**src/rtl/rf_arb_pkg.sv**
```systemverilog
// Shared types and constants for the register-file write-port arbiter.
// Used by rf_arb_fifo and rf_write_arbiter.
package rf_arb_pkg;

    localparam int REG_AW = 5;
    localparam int REG_DW = 32;
    localparam logic [REG_AW-1:0] REG_ZERO = 5'd0;

    typedef enum logic [1:0] {
        ST_IDLE,
        ST_BLOCKED,
        ST_FORCE
    } arb_state_e;

    typedef struct packed {
        logic [REG_AW-1:0] addr;
        logic [REG_DW-1:0] data;
    } fifo_entry_t;

endpackage

```
**src/rtl/rf_arb_fifo.sv**
```systemverilog
// Synchronous FIFO holding multi-cycle results until the write port is free.
// The head entry is visible combinationally; pop advances it at posedge.
module rf_arb_fifo
    import rf_arb_pkg::*;
#(
    parameter int DEPTH = 4
) (
    input  logic                   clk,
    input  logic                   rst_n,
    input  logic                   push,
    input  fifo_entry_t            push_entry,
    input  logic                   pop,
    output fifo_entry_t            head,
    output logic [$clog2(DEPTH):0] count,
    output logic                   full,
    output logic                   empty
);

    localparam int AW = $clog2(DEPTH);
    localparam logic [AW:0] DEPTH_C = (AW + 1)'(DEPTH);

    fifo_entry_t   mem [DEPTH];
    logic [AW-1:0] wr_ptr;
    logic [AW-1:0] rd_ptr;
    logic          do_push;
    logic          do_pop;

    assign do_push = push && !full;
    assign do_pop  = pop && !empty;

    // NOTE: storage has no reset; count and pointers alone define validity,
    // so stale entries are never observed and the array maps to plain RAM.
    always_ff @(posedge clk) begin
        if (do_push) begin
            mem[wr_ptr] <= push_entry;
        end
    end

    // NOTE: sequential state uses non-blocking assignments so every register
    // samples pre-edge values regardless of statement order.
    always_ff @(posedge clk or negedge rst_n) begin
        if (!rst_n) begin
            wr_ptr <= '0;
            rd_ptr <= '0;
            count  <= '0;
        end else begin
            if (do_push) begin
                wr_ptr <= wr_ptr + 1'b1;
            end
            if (do_pop) begin
                rd_ptr <= rd_ptr + 1'b1;
            end
            case ({do_push, do_pop})
                2'b10:   count <= count + 1'b1;
                2'b01:   count <= count - 1'b1;
                default: count <= count;
            endcase
        end
    end

    assign head  = mem[rd_ptr];
    assign full  = (count == DEPTH_C);
    assign empty = (count == '0);

endmodule

```
**src/rtl/rf_write_arbiter.sv**
```systemverilog
// Arbitrates the register file's single write port between write-back and a
// multi-cycle unit, tracking in-flight destinations for hazard detection.
module rf_write_arbiter
    import rf_arb_pkg::*;
#(
    parameter int FIFO_DEPTH   = 4,
    parameter int STARVE_LIMIT = 8
) (
    input  logic              clk,
    input  logic              rst_n,
    input  logic              wb_we,
    input  logic [REG_AW-1:0] wb_addr,
    input  logic [REG_DW-1:0] wb_data,
    output logic              wb_stall,
    input  logic              mc_issue,
    input  logic [REG_AW-1:0] mc_issue_addr,
    input  logic              mc_valid,
    input  logic [REG_AW-1:0] mc_addr,
    input  logic [REG_DW-1:0] mc_data,
    output logic              mc_ready,
    input  logic [REG_AW-1:0] rd_addr1,
    input  logic [REG_AW-1:0] rd_addr2,
    output logic              busy1,
    output logic              busy2,
    output logic              rf_we,
    output logic [REG_AW-1:0] rf_waddr,
    output logic [REG_DW-1:0] rf_wdata,
    output logic              err_dbl_issue
);

    localparam int CW = $clog2(FIFO_DEPTH) + 1;
    localparam int SW = $clog2(STARVE_LIMIT + 1);
    localparam logic [SW-1:0] LIMIT_M1 = SW'(STARVE_LIMIT - 1);

    fifo_entry_t   fifo_head;
    fifo_entry_t   push_entry;
    logic [CW-1:0] fifo_count;
    logic          fifo_full;
    logic          fifo_empty;
    logic          push_en;
    logic          pop;
    logic          wb_req;
    logic          issue_en;
    logic          blocked;
    logic          going_empty;

    arb_state_e    state;
    logic [SW-1:0] starve_cnt;
    logic [31:0]   pending;
    logic [31:0]   pending_next;

    // mc_ready depends only on registered occupancy, never on mc_valid.
    assign mc_ready   = !fifo_full;
    assign push_en    = mc_valid && mc_ready && (mc_addr != REG_ZERO);
    assign push_entry = '{addr: mc_addr, data: mc_data};
    assign wb_req     = wb_we && (wb_addr != REG_ZERO);
    assign issue_en   = mc_issue && (mc_issue_addr != REG_ZERO);

    rf_arb_fifo #(
        .DEPTH(FIFO_DEPTH)
    ) u_fifo (
        .clk        (clk),
        .rst_n      (rst_n),
        .push       (push_en),
        .push_entry (push_entry),
        .pop        (pop),
        .head       (fifo_head),
        .count      (fifo_count),
        .full       (fifo_full),
        .empty      (fifo_empty)
    );

    // NOTE: every output of this block gets a default first, so no path
    // through the if-chain can leave a value held and infer a latch.
    always_comb begin
        rf_we    = 1'b0;
        rf_waddr = REG_ZERO;
        rf_wdata = '0;
        pop      = 1'b0;
        if (wb_stall) begin
            if (!fifo_empty) begin
                rf_we    = 1'b1;
                rf_waddr = fifo_head.addr;
                rf_wdata = fifo_head.data;
                pop      = 1'b1;
            end
        end else if (wb_req) begin
            rf_we    = 1'b1;
            rf_waddr = wb_addr;
            rf_wdata = wb_data;
        end else if (!fifo_empty) begin
            rf_we    = 1'b1;
            rf_waddr = fifo_head.addr;
            rf_wdata = fifo_head.data;
            pop      = 1'b1;
        end
    end

    assign blocked     = !fifo_empty && !pop;
    assign going_empty = (fifo_count == CW'(1)) && !push_en;

    // Set is applied after clear so a same-cycle reissue keeps the bit.
    always_comb begin
        pending_next = pending;
        if (pop) begin
            pending_next[fifo_head.addr] = 1'b0;
        end
        if (issue_en) begin
            pending_next[mc_issue_addr] = 1'b1;
        end
        pending_next[0] = 1'b0;
    end

    always_ff @(posedge clk or negedge rst_n) begin
        if (!rst_n) begin
            pending       <= '0;
            err_dbl_issue <= 1'b0;
        end else begin
            pending <= pending_next;
            if (issue_en && pending[mc_issue_addr]) begin
                err_dbl_issue <= 1'b1;
            end
        end
    end

    assign busy1 = pending[rd_addr1];
    assign busy2 = pending[rd_addr2];

    // starve_cnt holds the number of consecutive blocked drain cycles seen.
    always_ff @(posedge clk or negedge rst_n) begin
        if (!rst_n) begin
            state      <= ST_IDLE;
            starve_cnt <= '0;
            wb_stall   <= 1'b0;
        end else begin
            case (state)
                ST_IDLE, ST_BLOCKED: begin
                    if (blocked) begin
                        if (starve_cnt >= LIMIT_M1) begin
                            state      <= ST_FORCE;
                            starve_cnt <= '0;
                            wb_stall   <= 1'b1;
                        end else begin
                            state      <= ST_BLOCKED;
                            starve_cnt <= starve_cnt + 1'b1;
                            wb_stall   <= 1'b0;
                        end
                    end else begin
                        state      <= ST_IDLE;
                        starve_cnt <= '0;
                        wb_stall   <= 1'b0;
                    end
                end
                ST_FORCE: begin
                    state      <= going_empty ? ST_IDLE : ST_BLOCKED;
                    starve_cnt <= '0;
                    wb_stall   <= 1'b0;
                end
                default: begin
                    state      <= ST_IDLE;
                    starve_cnt <= '0;
                    wb_stall   <= 1'b0;
                end
            endcase
        end
    end

endmodule

```
**config.mk**
```make
export PLATFORM = sky130hd
export DESIGN_NAME = rf_write_arbiter
export DESIGN_NICKNAME = d
export VERILOG_FILES = /design/src/rtl/rf_arb_pkg.sv /design/src/rtl/rf_arb_fifo.sv /design/src/rtl/rf_write_arbiter.sv
export SDC_FILE = /design/constraint.sdc
export NUM_CORES = 1
export LEC_CHECK = 0
export CAP_MARGIN = 10
export CORE_UTILIZATION = 48
export CTS_CLUSTER_DIAMETER = 50
export DETAILED_ROUTE_END_ITERATION = 10
export GPL_TIMING_DRIVEN = 0
export PLACE_DENSITY = 0.87
export SYNTH_ARGS = -nofsm -noshare
export SYNTH_HDL_FRONTEND = slang
export SYNTH_SLANG_ARGS = --single-unit
```
**constraint.sdc**
```tcl
create_clock -name clk -period 3.77 [get_ports clk]
set_clock_uncertainty 0.05 [all_clocks]
set_input_delay 1.131 -clock clk [delete_from_list [all_inputs] [get_ports clk]]
set_output_delay 1.131 -clock clk [all_outputs]
set_load 0.02 [all_outputs]
```
==> metrics, run 1 <==
Hold Violations, Final=0; clk buf depth=2; largest net degree at the start of global routing=44; GP Congestion=1.05; first-pass GRT wire length=34400 um; antenna cell count=0; number of CTS-inserted buffers=17; total global routing overflow=0; syn_area_per_cell=16.5 um2; synth-to-layout area growth=33.1%; clock root cell=clkbuf_16; clock tree from TritonCTS=yes; DRC Markers=0; DR iter-0 viols=711; sw frac=0.333; Comb pwr share=0.388; initial antenna violation count=0; sequential power share=0.385; cells taking the most area after synthesis=edfxtp_1 52%, mux4_2 14%, dfrtp_1 13%; I/O Buffers=131; CTS clock-pin slew for the worst setup and hold paths=0.07 ns; routed vias=5817; fmax=255 MHz; Clock Power Share=0.227; 1st-pass router iterations=5; GR Util All Layers=0.263; share of post-route cells with drive strength above 1=0.278; worst hold slack=0.428 ns; Cells after Synth=514; Hold Path Class=in -> async; Die Y=135 um; core area=17200 um2; Crit Path Max Fanout=5; Setup TNS=-4.09 ns; RSZ-0062 raised after global routing=yes; P_leak=4.09 nW; FF/Latch Area=5550 um2; num rows=48; Nets=788; Ports=137; final WL=22700 um; Max-Cap Viols=0; antenna-violating nets left=0; Die W=135 um; Cell Pwr Density=723 nW/um2; most common cell in the synthesized netlist=edfxtp_1; vias in the first global route=5990; VDD IR max=485 uV; Worst slew margin=0.522; Synth Register Bits=192; fin crit share=1.04; Final WS setup=-0.159 ns; Netlist Area Pre-Place=8470 um2; asr flop ratio synth=0.229; status=complete, but fails checks; Power Internal=0.00543 W; EDFF count, synth=148; DP HPWL=14300 um; # setup viols final=40; initial core utilization=0.491; Main synth FF type=edfxtp_1; NetSw=0.00272 W; CP endpoint kind=output port; syn nets=617; WS Path Type=in -> out; Synth warnings=0; pin slew with the least headroom to its limit=0.716 ns; vias per cell=6.30; DR WL/cell=24.6 um; Die ar.=18200 um2; synth cell count leaders=148 x edfxtp_1, 54 x mux4_2, 52 x o21ai_0, 44 x dfrtp_1, 37 x a22o_1; clock tree sinks=192; failing checks=negative setup slack; final-layout fill cell count=1086; final worst path period need=3.93 ns; critical path startpoint category=input port; Slew Limit Fails=0; Synth area leader=edfxtp_1; sequential area share after synthesis=0.655; Worst-Skew Late Latency=0.44 ns; Synth top area share=0.525; Worst EP required=2.59 ns; area of the multi-input gates=2870 um2; WP data arrival=2.75 ns; Unique masters post-synth=37; hold buffer count at CTS=0; CTS H-tree depth=4
[cell usage in the layout (no fill, tap or decap), drive strengths merged, types with 5 or more instances in the layout]
master	Yosys	layout
clkbuf	20	43
buf	9	71
mux4	54	54
clkdlybuf4s50	0	84
mux2i	18	18
nand3	5	5
nand2	15	15
nor2b	5	5
edfxtp	148	148
ha	9	9
inv	7	12
nand3b	6	6
o21ai	69	69
a21oi	5	5
nor3	7	7
nor2	15	15
a22o	37	37
dfrtp	44	44
[state kept, by name, indices dropped and copies added (netlist names)]
name	flops
err_dbl_issue	1
starve_cnt	4
pending	31
u_fifo.wr_ptr	2
state	1
u_fifo.count	3
u_fifo.rd_ptr	2
u_fifo.mem	148
[kinds of logic (layout without fill, tap and decap cells)]
family / after synthesis / count (layout) / synth area share
XOR/XNOR: 6 / 6 / 0.00620
multiplexers: 75 / 75 / 0.169
adder cells (fa/ha/maj): 9 / 9 / 0.0133
AO/OA/AOI/OAI: 118 / 118 / 0.0882
AND/OR/NAND/NOR: 78 / 78 / 0.0515
buffers and inverters: 36 / 220 / 0.0173
flip-flops: 192 / 192 / 0.655
[per-stage QoR]
| step | setup slack (ns) | power [W] | instance area [um2] | std cells | util |
|---|---|---|---|---|---|
| finish | -0.159 | 0.00815 | 11300 | 923 | 0.654 |
| CTS | -0.149 | 0.00805 | 11200 | 915 | 0.647 |
| floorplan | -0.0168 | 0.00490 | 8470 | 514 | - |
| global placement | -1.51 | 0.00582 | 10100 | 870 | 0.584 |
| detailed placement | -1.65 | 0.00600 | 10200 | 875 | 0.590 |
| global route | -0.170 | 0.00847 | 11300 | 923 | 0.654 |
[critical path, stage by stage]
cell	delay, ns
buf_8	0.10
or4_4	0.53
o21a_4	0.24
clkbuf_16	0.17
clkbuf_16	0.16
a22o_4	0.28
buf_6	0.13
[final cells by class]
cell class	count	share of cell area
clock inverter	13	0.0157
timing repair buffer	152	0.145
multi-input combinational	286	0.255
sequential	192	0.492
inverter	7	0.00233
tap	225	0.0250
clock buffer	19	0.0384
buffer	29	0.0274
[what timing repair did]
item / in CTS / in global routing
setup endpoints to repair: 40 / 40
gates cloned: 4 / 0
setup buffers: 4 / 8
resized for setup: 299 / 15
pin swaps: 25 / 12
[power by group through the flow]
stage	Clock (W)	Combinational, W	Sequential, W
2_1_floorplan	0	0.00183	0.00307
3_3_place_gp	0	0.00270	0.00312
3_5_place_dp	0	0.00284	0.00316
4_1_cts	0.00186	0.00307	0.00312
5_1_grt	0.00195	0.00334	0.00318
6_report	0.00185	0.00316	0.00314
[routing by layer]
metal	GRT usage	part of all wire	vias to the layer above
met1	0.336	0.37	2947
met2	0.431	0.51	393
met4	0.0980	0.022	0
li1	-	-	2432
met3	0.0713	0.095	45
met5	0	0	-
[path summary, 6_finish.rpt]
path / slack [ns] / endpoint / depth (start not counted) / startpoint
min in group clk: 0.45 / starve_cnt[0]$_DFF_PN0_ / 1 / starve_cnt[0]$_DFF_PN0_
max in group asynchronous: 2.81 / u_fifo.wr_ptr[1]$_DFFE_PN0P_ / 2 / rst_n
max: -0.16 / rf_waddr[2] / 7 / wb_addr[1]
min reg2reg: 0.45 / starve_cnt[0]$_DFF_PN0_ / 1 / starve_cnt[0]$_DFF_PN0_
max reg2reg: 1.27 / u_fifo.count[2]$_DFFE_PN0P_ / 10 / u_fifo.count[1]$_DFFE_PN0P_
min: 0.43 / pending[16]$_DFF_PN0_ / 1 / rst_n
Power figures use the tool's default switching activity.
==> inputs of run 2 (changes only) <==
--- a/config.mk
+++ b/config.mk
@@ -6,11 +6,12 @@
 export NUM_CORES = 1
 export LEC_CHECK = 0
 export CAP_MARGIN = 10
+export CORE_MARGIN = 3
 export CORE_UTILIZATION = 48
 export CTS_CLUSTER_DIAMETER = 50
 export DETAILED_ROUTE_END_ITERATION = 10
 export GPL_TIMING_DRIVEN = 0
-export PLACE_DENSITY = 0.87
+export PLACE_DENSITY_LB_ADDON = 0.08
 export SYNTH_ARGS = -nofsm -noshare
 export SYNTH_HDL_FRONTEND = slang
 export SYNTH_SLANG_ARGS = --single-unit
==> run 2 against run 1 <==
The run still ends with negative setup slack left. Routed wire length fell by 8.0%. Design area fell by 0.84%. Register-to-register slack got worse by 0.08 ns. Die area rose by 6.0%. Setup slack improved by 0.020 ns. Critical path type unchanged. Largest power group is now registers. Highest routed layer unchanged.
==> metrics, run 2 (synthesis results as in run 1) <==
Reg2Reg Capture Point=u_fifo.count[2]$_DFFE_PN0P_; Hold Violations, Final=0 (unchanged); CTS clock-pin slew for the worst setup and hold paths=0.07 ns (about the same); GP Congestion=0.937 (-11%); pin slew with the least headroom to its limit=0.694 ns (-0.0213 ns); critical path startpoint category=input port; flop2flop setup slack=1.19 ns (-0.08 ns); crit path to=rf_waddr[2]; sw frac=0.323 (-0.00978); GR Util All Layers=0.219 (-0.0434); Largest Register=u_fifo.mem; Max-Cap Viols=0 (unchanged); vias in the first global route=5894 (-1.6%); Die ar.=19300 um2 (+6.0%); Worst EP required=2.59 ns (about the same); Ports=137 (unchanged); commonest cells after routing, fill and taps aside=148 x edfxtp_1, 85 x clkdlybuf4s50_1, 54 x mux4_2, 52 x o21ai_0, 44 x dfrtp_1; share of post-route cells with drive strength above 1=0.263 (-0.0146); top flop regs=u_fifo.mem (148), pending (31), starve_cnt (4); 1st-pass router iterations=5 (unchanged); VDD IR max=387 uV (-20%); WS Path Type=in -> out; # setup viols final=37 (-7.5%); Die W=139 um (+3.0%); Comb pwr share=0.386 (-0.002); failing checks=negative setup slack; synth-to-layout area growth=32.0%; Setup TNS=-3.69 ns (+0.396 ns); FF/Latch Area=5550 um2 (unchanged); total global routing overflow=0 (unchanged); DRC Markers=0 (unchanged); most common cell after layout, fill and taps aside=edfxtp_1; fin crit share=1.04 (-0.00536); WP data arrival=2.73 ns (-0.02 ns); worst hold slack=0.411 ns (-0.0178 ns); area of the multi-input gates=2830 um2 (-1.4%); clock root cell=clkbuf_16; Clock Power Share=0.218 (-0.009); first-pass GRT wire length=32500 um (-5.4%); Worst-Skew Late Latency=0.42 ns (-0.02 ns); clock tree from TritonCTS=yes; fmax=256 MHz (+0.52%); antenna-violating nets left=0 (unchanged); CP endpoint kind=output port; Crit Path Max Fanout=8 (+3); DP Cell Count=870 (-0.57%); Nets=785 (-0.38%); Largest register FFs=148 (unchanged); fin util=0.660 (+0.00598); initial antenna violation count=0 (unchanged); core area=16900 um2 (-1.7%); sequential power share=0.396 (+0.011); num rows=47 (-2.1%); RSZ-0062 raised after global routing=yes; NetSw=0.00255 W (-6.2%); status=complete, but fails checks; Power Internal=0.00533 W (-2.0%); clk buf depth=2 (unchanged); routed vias=5421 (-6.8%); final-layout fill cell count=1165 (+7.3%); largest net degree at the start of global routing=33 (-25%); antenna cell count=0 (unchanged); I/O Buffers=131 (unchanged); DP HPWL=14000 um (-2.2%); DR iter-0 viols=285 (-60%); final worst path period need=3.91 ns (-0.0202 ns); final WL=20800 um (-8.0%); initial core utilization=0.500 (+0.00871); DR WL/cell=22.8 um (-7.2%); number of CTS-inserted buffers=17 (unchanged); P_leak=4.05 nW (-1.1%); Register-to-Register Path Depth=10 (unchanged); CTS H-tree depth=4 (unchanged); pre-CTS WS=-1.55 ns (+0.105 ns); Worst slew margin=0.536 (+0.0142); Hold Path Class=reg -> reg; vias per cell=5.92 (-6.0%); clock tree sinks=192 (unchanged); Final WS setup=-0.139 ns (+0.0202 ns); Reg-to-Reg Start=u_fifo.count[0]$_DFFE_PN0P_; Worst Setup SP=wb_addr[4]; Cell Pwr Density=704 nW/um2 (-2.6%); Finished Layout Cells=915 (-0.87%); Slew Limit Fails=0 (unchanged); Die Y=139 um (+3.0%)
==> run 2: cell types whose count changed in the layout (fill, tap and decap cells not counted), sizes merged <==
cell	previous run	this run
buf	71	67
bufinv	3	2
clkbuf	43	42
clkdlybuf4s15	0	1
clkdlybuf4s50	84	85
clkinv	3	6
clkinvlp	2	3
dlygate4sd2	1	0
inv	12	10
==> run 2: how the worst min path moves through the flow <==
| stage | from | to | slack, ns | cells past startpoint |
|---|---|---|---|---|
| detailed placement | starve_cnt[0]$_DFF_PN0_ | starve_cnt[0]$_DFF_PN0_ | 0.40 | 1 |
| finish | starve_cnt[0]$_DFF_PN0_ | starve_cnt[0]$_DFF_PN0_ | 0.41 | 1 |
| floorplan | starve_cnt[0]$_DFF_PN0_ | starve_cnt[0]$_DFF_PN0_ | 0.38 | 1 |
| CTS | starve_cnt[0]$_DFF_PN0_ | starve_cnt[0]$_DFF_PN0_ | 0.41 | 1 |
| global route | starve_cnt[0]$_DFF_PN0_ | starve_cnt[0]$_DFF_PN0_ | 0.43 | 1 |
| global placement | starve_cnt[0]$_DFF_PN0_ | starve_cnt[0]$_DFF_PN0_ | 0.39 | 1 |
==> run 2: metrics by stage <==
stage / total power, W / cell area [um2]
floorplan: 0.00490 / 8470
global placement: 0.00586 / 10100
detailed placement: 0.00599 / 10200
CTS: 0.00792 / 11100
global route: 0.00827 / 11200
finish: 0.00787 / 11200
==> run 2: routing by layer <==
layer,up-vias,global-route usage,share of wire,wire (um)
met1,2749,0.264,0.38,7910
met3,42,0.0472,0.063,1310
li1,2420,-,-,-
met5,-,0,0,0
met2,210,0.379,0.52,10800
met4,0,0.103,0.040,835
==> run 2: what timing repair did <==
action / 4_1_cts / 5_1_grt
pin swaps: 23 / 5
hold buffers: 0 / 0
setup buffers: 6 / 2
cloned: 5 / 0
setup endpoints to repair: 40 / 40
gates resized for setup: 300 / 7
==> run 2: layout make-up <==
| cell class | count | share of cell area |
|---|---|---|
| Clock buffer | 18 | 0.0384 |
| Sequential cell | 192 | 0.496 |
| Buffer | 29 | 0.0279 |
| Tap cell | 220 | 0.0246 |
| Clock inverter | 14 | 0.0124 |
| Timing Repair Buffer | 149 | 0.145 |
| Inverter | 7 | 0.00235 |
| Multi-Input combinational cell | 286 | 0.253 |
==> run 2: power groups by stage <==
stage | clock network (W) | logic (W) | registers [W]
floorplan | 0 | 0.00183 | 0.00307
global placement | 0 | 0.00273 | 0.00313
detailed placement | 0 | 0.00284 | 0.00315
CTS | 0.00175 | 0.00306 | 0.00310
global route | 0.00184 | 0.00327 | 0.00316
finish | 0.00172 | 0.00304 | 0.00312
==> run 2: critical path, cell delays in order <==
cell	delay, ns
buf_6	0.09
or4_4	0.52
o21a_4	0.25
clkbuf_16	0.18
clkbuf_16	0.16
a22o_4	0.25
buf_6	0.13
==> inputs of run 3 (changes only) <==
--- a/config.mk
+++ b/config.mk
@@ -11,6 +11,7 @@
 export CTS_CLUSTER_DIAMETER = 50
 export DETAILED_ROUTE_END_ITERATION = 10
 export GPL_TIMING_DRIVEN = 0
+export HOLD_SLACK_MARGIN = 0.1
 export PLACE_DENSITY_LB_ADDON = 0.08
 export SYNTH_ARGS = -nofsm -noshare
 export SYNTH_HDL_FRONTEND = slang
==> results of run 3 <==
Final layout, timing and power as in run 2 (identical DEF).
